### src/rtl/inc_alu_scheduler_if.sv
// Request/response bundle between client logic and inc_alu_scheduler.
// master = client side (requesters and response consumer), slave = scheduler.
interface inc_alu_scheduler_if #(
    parameter int NUM_REQ = 4,
    parameter int DATA_W  = 8,
    parameter int ID_W    = 2
);
    logic [NUM_REQ-1:0]        req_valid;
    logic [NUM_REQ*DATA_W-1:0] req_data;
    logic [NUM_REQ-1:0]        req_ready;
    logic                      rsp_valid;
    logic                      rsp_ready;
    logic [DATA_W-1:0]         rsp_data;
    logic [ID_W-1:0]           rsp_id;
    logic                      rsp_ovf;

    modport master (
        output req_valid, req_data, rsp_ready,
        input  req_ready, rsp_valid, rsp_data, rsp_id, rsp_ovf
    );

    modport slave (
        input  req_valid, req_data, rsp_ready,
        output req_ready, rsp_valid, rsp_data, rsp_id, rsp_ovf
    );
endinterface

### src/rtl/inc_alu_scheduler.sv
// Round-robin scheduler sharing one external incrementer among NUM_REQ requesters.
// Optional INC_ALU_SAT_EN: saturate all-ones operands instead of wrapping to zero.
module inc_alu_scheduler #(
    parameter int NUM_REQ = 4,
    parameter int DATA_W  = 8,
    parameter int ID_W    = 2
) (
    input  logic                clk,
    input  logic                rst,
    inc_alu_scheduler_if.slave  bus,
    output logic [DATA_W-1:0]   alu_numa,
    input  logic [DATA_W-1:0]   alu_outa,
    output logic                busy,
    output logic [1:0]          dbg_state
);
    // Handshake: a request transfers on the rising edge where req_valid[i] & req_ready[i];
    // a response transfers on the edge where rsp_valid & rsp_ready. rsp_* hold while stalled.
    typedef enum logic [1:0] {
        IDLE = 2'd0,
        EXEC = 2'd1,
        RESP = 2'd2
    } state_t;

    state_t            state;
    logic [ID_W-1:0]   last_grant;
    logic [ID_W-1:0]   id_q;
    logic              ovf_q;
    logic              rsp_valid_q;
    logic [DATA_W-1:0] rsp_data_q;
    logic [ID_W-1:0]   rsp_id_q;
    logic              rsp_ovf_q;

    logic              found;
    logic [ID_W-1:0]   winner;
    logic [ID_W-1:0]   cand;
    logic [DATA_W-1:0] operand;
    logic [DATA_W-1:0] exec_result;
    logic              accept;

    // Search starts one past the last grant so every requester gets a turn.
    always_comb begin
        found  = 1'b0;
        winner = '0;
        cand   = '0;
        for (int k = 1; k <= NUM_REQ; k++) begin
            cand = ID_W'((int'(last_grant) + k) % NUM_REQ);
            if (!found && bus.req_valid[cand]) begin
                found  = 1'b1;
                winner = cand;
            end
        end
    end

    assign operand = bus.req_data[int'(winner)*DATA_W +: DATA_W];

    // Grant is suppressed while rst is high, since the async reset forces IDLE.
    assign bus.req_ready = (state == IDLE && found && !rst) ? (NUM_REQ'(1) << winner) : '0;
    assign accept        = |(bus.req_valid & bus.req_ready);

`ifdef INC_ALU_SAT_EN
    assign exec_result = ovf_q ? {DATA_W{1'b1}} : alu_outa;
`else
    assign exec_result = alu_outa;
`endif

    always_ff @(posedge clk or posedge rst) begin
        if (rst) begin
            state       <= IDLE;
            alu_numa    <= '0;
            id_q        <= '0;
            ovf_q       <= 1'b0;
            last_grant  <= ID_W'(NUM_REQ - 1);
            rsp_valid_q <= 1'b0;
            rsp_data_q  <= '0;
            rsp_id_q    <= '0;
            rsp_ovf_q   <= 1'b0;
        end else begin
            case (state)
                IDLE: begin
                    if (accept) begin
                        alu_numa   <= operand;
                        id_q       <= winner;
                        ovf_q      <= (operand == {DATA_W{1'b1}});
                        last_grant <= winner;
                        state      <= EXEC;
                    end
                end
                EXEC: begin
                    rsp_data_q  <= exec_result;
                    rsp_id_q    <= id_q;
                    rsp_ovf_q   <= ovf_q;
                    rsp_valid_q <= 1'b1;
                    state       <= RESP;
                end
                RESP: begin
                    if (bus.rsp_ready) begin
                        rsp_valid_q <= 1'b0;
                        state       <= IDLE;
                    end
                end
                default: state <= IDLE;
            endcase
        end
    end

    assign bus.rsp_valid = rsp_valid_q;
    assign bus.rsp_data  = rsp_data_q;
    assign bus.rsp_id    = rsp_id_q;
    assign bus.rsp_ovf   = rsp_ovf_q;
    assign busy          = (state != IDLE);
    assign dbg_state     = state;
endmodule

### src/flat_wrapper.sv
// flat-port wrapper written by rule: the top's interface ports become plain ports
module inc_alu_scheduler_flat 
#(
    parameter int NUM_REQ = 4,
    parameter int DATA_W  = 8,
    parameter int ID_W    = 2
)
  (clk, rst, alu_numa, alu_outa, busy, dbg_state, bus_req_valid, bus_req_data, bus_rsp_ready, bus_req_ready, bus_rsp_valid, bus_rsp_data, bus_rsp_id, bus_rsp_ovf);
  inc_alu_scheduler_if #(.NUM_REQ(NUM_REQ), .DATA_W(DATA_W), .ID_W(ID_W)) bus_i ();
  input  logic clk;
  input  logic rst;
  output logic [DATA_W-1:0] alu_numa;
  input  logic [DATA_W-1:0] alu_outa;
  output logic busy;
  output logic [1:0] dbg_state;
  input wire logic [$bits(bus_i.req_valid)-1:0] bus_req_valid;
  input wire logic [$bits(bus_i.req_data)-1:0] bus_req_data;
  input wire logic [$bits(bus_i.rsp_ready)-1:0] bus_rsp_ready;
  output wire logic [$bits(bus_i.req_ready)-1:0] bus_req_ready;
  output wire logic [$bits(bus_i.rsp_valid)-1:0] bus_rsp_valid;
  output wire logic [$bits(bus_i.rsp_data)-1:0] bus_rsp_data;
  output wire logic [$bits(bus_i.rsp_id)-1:0] bus_rsp_id;
  output wire logic [$bits(bus_i.rsp_ovf)-1:0] bus_rsp_ovf;
  assign bus_i.req_valid = bus_req_valid;
  assign bus_i.req_data = bus_req_data;
  assign bus_i.rsp_ready = bus_rsp_ready;
  assign bus_req_ready = bus_i.req_ready;
  assign bus_rsp_valid = bus_i.rsp_valid;
  assign bus_rsp_data = bus_i.rsp_data;
  assign bus_rsp_id = bus_i.rsp_id;
  assign bus_rsp_ovf = bus_i.rsp_ovf;
  inc_alu_scheduler #(.NUM_REQ(NUM_REQ), .DATA_W(DATA_W), .ID_W(ID_W)) u_core (.clk(clk), .rst(rst), .bus(bus_i), .alu_numa(alu_numa), .alu_outa(alu_outa), .busy(busy), .dbg_state(dbg_state));
endmodule
### config.mk
export PLATFORM = sky130hd
export DESIGN_NAME = inc_alu_scheduler_flat
export DESIGN_NICKNAME = d
export VERILOG_FILES = /design/src/rtl/inc_alu_scheduler_if.sv /design/src/rtl/inc_alu_scheduler.sv /design/src/flat_wrapper.sv
export SDC_FILE = /design/constraint.sdc
export NUM_CORES = 1
export LEC_CHECK = 0
export ABC_AREA = 1
export ABC_CLOCK_PERIOD_IN_PS = 3200
export BUFFER_PORTS_ARGS = -buffer_cell sky130_fd_sc_hd__buf_4
export CAP_MARGIN = 20
export CORE_MARGIN = 3
export CORE_UTILIZATION = 30
export DETAILED_ROUTE_END_ITERATION = 10
export GPL_TIMING_DRIVEN = 0
export PLACE_DENSITY = 0.66
export SYNTH_ARGS = -nofsm -noshare
export SYNTH_HDL_FRONTEND = slang
export SYNTH_SLANG_ARGS = --single-unit
### constraint.sdc
create_clock -name clk -period 3.2 [get_ports clk]
set_clock_uncertainty 0.1 [all_clocks]
set_input_delay 0.16 -clock clk [delete_from_list [all_inputs] [get_ports clk]]
set_output_delay 0.16 -clock clk [all_outputs]
set_load 0.02 [all_outputs]
* After elaboration in Yosys (flattened, before gate mapping) *
Index checks and enable logic that the tools add are counted.

storage, ports and cells
  register bits = 27
  bits of input ports = 47
  output and inout port bits = 27
  logic and storage cells = 63

cells by class
  $add $sub $neg = 4
  order comparisons = 4
  equal/unequal tests = 5
  shift-type cells = 2
  mux-type cells = 22
  bitwise gates (word level) = 1
  reduce and logical (&&, ||, !) cells = 16

operators by type and width
  cell                 count
  $shiftx 32x6->8      1
  $lt 2x3->1 const B   4
  $mux 2               6
  $mux 1               9
  $bmux 1 s2           4
  $eq 8x8->1 const B   1
  $pmux 2 s3           1
  $reduce_and 2->1     3
  $logic_and 1x1->1    5
  $add 2x1->2 const B  2
  $add 2x2->2 const B  2
  $and 4x4->4          1
  $logic_not 1->1      4
  $mux 4               1
  $reduce_bool 2->1    2
  $reduce_or 4->1      1
  $shl 1x2->4 const A  1
  $eq 2x1->1 const B   1
  $eq 2x2->1 const B   1
  $logic_not 2->1      1
  $ne 2x1->1 const B   1
  $ne 2x2->1 const B   1
  $pmux 1 s2           1

* Longest topological paths before layout *
  word-level depth = 20
  mapped depth = 19
  depth with buffers taken out = 18

* Worst setup path after synthesis *
Ideal clock, no wire load.

  kind = flip-flop to output port
  start = register u_core.last_grant[0]
  end = output bus_req_ready[1]
  arrival time = 2.077 ns
  required time = 2.940 ns
  setup slack = 0.863 ns
  stages on the path, launching flop included = 14
  buffers on the path = 3
  cells stage by stage = dfstp_2 > buf_6 > inv_6 > buf_12 > nand2_4 > nand2_2 > nand2_2 > nand2_4 > nor2_8 > nand3_4 > nand2_4 > nand2_4 > buf_6 > nor3_1

between the ends
  cells in the longest elaborated chain, start to end = 16
  elaborated cells on any way between the ends = 30
  those cells by class = 4 x add/sub; 1 x shift; 17 x mux; 8 x reduce/logical

ends and longest elaborated chain
  what                             line                     source
  start, declared                  inc_alu_scheduler.sv:25  logic [ID_W-1:0] last_grant;
  start signal, assigned           inc_alu_scheduler.sv:72  last_grant <= ID_W'(NUM_REQ - 1);
  start signal, assigned           inc_alu_scheduler.sv:84  last_grant <= winner;
  $add 2x1->2                      inc_alu_scheduler.sv:46  cand = ID_W'((int'(last_grant) + k) % NUM_REQ);
  $bmux 1 s2                       inc_alu_scheduler.sv:47  if (!found && bus.req_valid[cand]) begin
  $mux 1 (implied by the code)     inc_alu_scheduler.sv:47
  $mux 1                           inc_alu_scheduler.sv:47
  $logic_not 1->1                  inc_alu_scheduler.sv:47
  $logic_and 1x1->1                inc_alu_scheduler.sv:47
  $mux 1                           inc_alu_scheduler.sv:47
  $logic_not 1->1                  inc_alu_scheduler.sv:47
  $logic_and 1x1->1                inc_alu_scheduler.sv:47
  $mux 1                           inc_alu_scheduler.sv:47
  $logic_not 1->1                  inc_alu_scheduler.sv:47
  $logic_and 1x1->1                inc_alu_scheduler.sv:47
  $mux 1                           inc_alu_scheduler.sv:47
  $logic_and 1x1->1 (2 in series)  inc_alu_scheduler.sv:57  assign bus.req_ready = (state == IDLE && found && !rst) ? (NUM_REQ'(1) << winner) : '0;
  $mux 4 (*)                       inc_alu_scheduler.sv:57
  end, declared                    flat_wrapper.sv:19       output wire logic [$bits(bus_i.req_ready)-1:0] bus_req_ready;

Every way passes the cells marked *; elsewhere a longest branch is shown, timed or not. The select of a mux whose other input is x is not followed.

* Worst setup path after layout *
Ends and elaborated chain as after synthesis.

==> qor.csv <==
metric,value,unit
peakVddDrop,553.3,uV
slew_violations,0,
insertion_delay,0.27,ns
cpMostUsedCell,nand2_2,
synth_top_family_by_area,simple AND/OR/NAND/NOR gates,
crit_fanout,10,
status,"finished, final reports clean",
dp.cells,418,
power_leakage,1.513,nW
ys_types,27,
tritoncts,built,
synthTopCellsByArea,"dfrtp_1, nand2_1, inv_1, nand3_1, nand3b_1",
final_layout_size_suffix_gt1_share,32.12,%
yosys.area_share.simple,48.77,%
worst_slack,0.5339,ns
synthesis.nets,317,
cts_buffers,3,
setup_viol,0,
nets,406,
dieArea,0.007237,sq mm
cpPeakStageDelay,0.53,ns
power,3.147,mW
fillers,609,
reg2reg_to,u_core.ovf_q,
cp_num_buf_inv,5,
track_usage,14.03,%
io_buffers,73,
drtIter0Drc,111,
dp_hpwl,3.816,mm
yosys.area.top_type_share,33.36,%
io_pins,74,
antenna_found_initial,0,
cp-end-kind,output port,
grt_pass1_vias,1859,
yosysTopAreaCell,dfrtp_1,
mostFrequentLayoutCells,"nand2_1, buf_4, inv_1, dfrtp_1, nand3_1",
worstPathRequired,2.94,ns
ant_nets,0,
synthMuxAreaShare,0,%
fin_crit,2.666,ns
crit_family,buffers and inverters,
wl_per_cell,11.58,microns
r2r_slack,0.68,ns
power_density,1169,mW/mm^2
min_to,u_core.alu_numa[1],
clk_pin_slew,0.08,ns
rsz0062_at_grt,false,
arrival,2.41,ns
hold_path_depth,5,
drc,0,
max_freq,375.1,MHz
ys_ff_latch,27,
core,0.005991,sq mm
htree_levels,1,
clockBufferDepth,2,
synthAdderAreaFrac,0,%
synth-seq-area-share,36.16,%
synth_compound_area_share,3.402,%
setup-tns-final,0,ns
grt_max_degree,29,
num_antenna_cells,0,
fin_cells,433,
dpl_worst_slack,0.6760,ns
cpMaxStageDelayCell,dfstp_2,
final_common_cell,nand2_1,
worstHoldPathType,in -> reg,
reg2reg_from,u_core.last_grant[0],
area_delta_synth_final,43.50,%
worst_slew_pin_slew,0.4374,ns
die_w,85.07,microns
rows,28,
routed_wl,5.016,mm
grt_pass1_wl,8.480,mm
initial_core_util,31.31,%
via_per_inst,4.480,
synth.avg_cell_area,6.946,sq um
crit_chain,buf_6 -> inv_6 -> buf_12 -> nand2_2 -> nand2_2 -> nand2_2 -> nand2_4 -> nor2_8 -> nand4_1 -> nand4_1 -> clkbuf_1 -> nor3_1 -> buf_4,
r2r_cells,18,
place_congestion,0.7962,
syn_area,0.001876,sq mm
synth_xor_xnor_area_share,0,%
hold_violations,0,
synthCells,270,
setup.worst_path.class,reg -> out,
die_h,85.07,microns
hold_start,bus_req_data[17],
ys.warnings.count,0,
finalCritPeriodShare,83.32,%
dr.pass1.iters,4,
overflow,0,
clock-root-buffer,clkbuf_8,
postPlaceCellArea,0.002517,sq mm
cts.sinks,27,
slew_headroom,70.84,%
maxCapViolCount,0,
setup.worst_path.start_class,flop,
vias,1940,
fin_area,0.002691,sq mm
## sequential cells by signal, summed over array words and instances, names as in the netlist
signal,count
u_core.alu_numa,8
u_core.last_grant,2
u_core.bus.rsp_ovf,1
u_core.ovf_q,1
u_core.bus.rsp_data,8
u_core.bus.rsp_id,2
u_core.id_q,2
u_core.bus.rsp_valid,1
u_core.dbg_state,2
## per-layer routing
metal,global-route usage (%),routed length [microns],vias up
met5,0,0,-
met1,18.95,2202,878
met2,23.52,2517,42
li1,-,-,1012
met3,1.942,209,8
met4,3.741,87,0
## cell families (layout without fill, tap and decap cells)
kind of cell	count (synthesis)	count (layout)
simple gates	186	186
buf+inv	45	133
flops	27	27
compound gates	12	12
## power by group
part,switching [mW],internal (mW)
clock network,0.105,0.0872
logic,1.48,0.862
registers,0.0996,0.516
total,1.68,1.47
## synth_stat cells, drive strengths merged
library cell,instances
dfrtp,25
nand4,6
a21oi,1
nand3b,11
dfstp,2
a21boi,1
nor2,17
nand3,24
o21ai,9
inv,35
nor3,4
nand2,124
a31oi,1
buf,7
clkbuf,3
## worst max path at each step
stage                             to  cells after the start  slack (ns)                 start
floorplan           bus_req_ready[1]                     13        0.86  u_core.last_grant[0]
global placement        u_core.ovf_q                     18        0.72  u_core.last_grant[0]
detailed placement      u_core.ovf_q                     18        0.68  u_core.last_grant[0]
CTS                 bus_req_ready[1]                     13        0.47  u_core.last_grant[0]
global route        bus_req_ready[1]                     13        0.28  u_core.last_grant[0]
finish              bus_req_ready[1]                     13        0.53  u_core.last_grant[0]
## per-stage QoR
stage	utilization (%)	hold WS, ns
final	44.92	0.1764
after global routing	44.92	0.1988
after CTS	44.30	0.07019
after detailed placement	42.02	0.2673
after global placement	42.02	0.2588
after floorplan	-	0.1196
## worst reg2reg max path, delay by kind of cell (launching register included)
family / cells / cell delay (ns)
flops: 1 / 0.53
simple gates: 12 / 1.06
buf+inv: 5 / 0.62
compound gates: 1 / 0.16
## final cells by class
cell class	count	area, sq um	area share (%)
clock inverter	1	5.005	0.1860
timing repair buffer	84	675.6	25.10
multi-input combinational	198	978.4	36.36
buffer	10	82.58	3.068
clock buffer	3	41.29	1.534
sequential	27	678.2	25.20
tap	75	93.84	3.487
inverter	35	136.4	5.067
## timing repair
action                                 in CTS  in global routing
gates resized for setup                     0                  0
buffers inserted                            0                  0
endpoints found under the hold margin       9                  6
hold buffers                                9                  1
No activity file was read; power rests on OpenSTA's default activity.
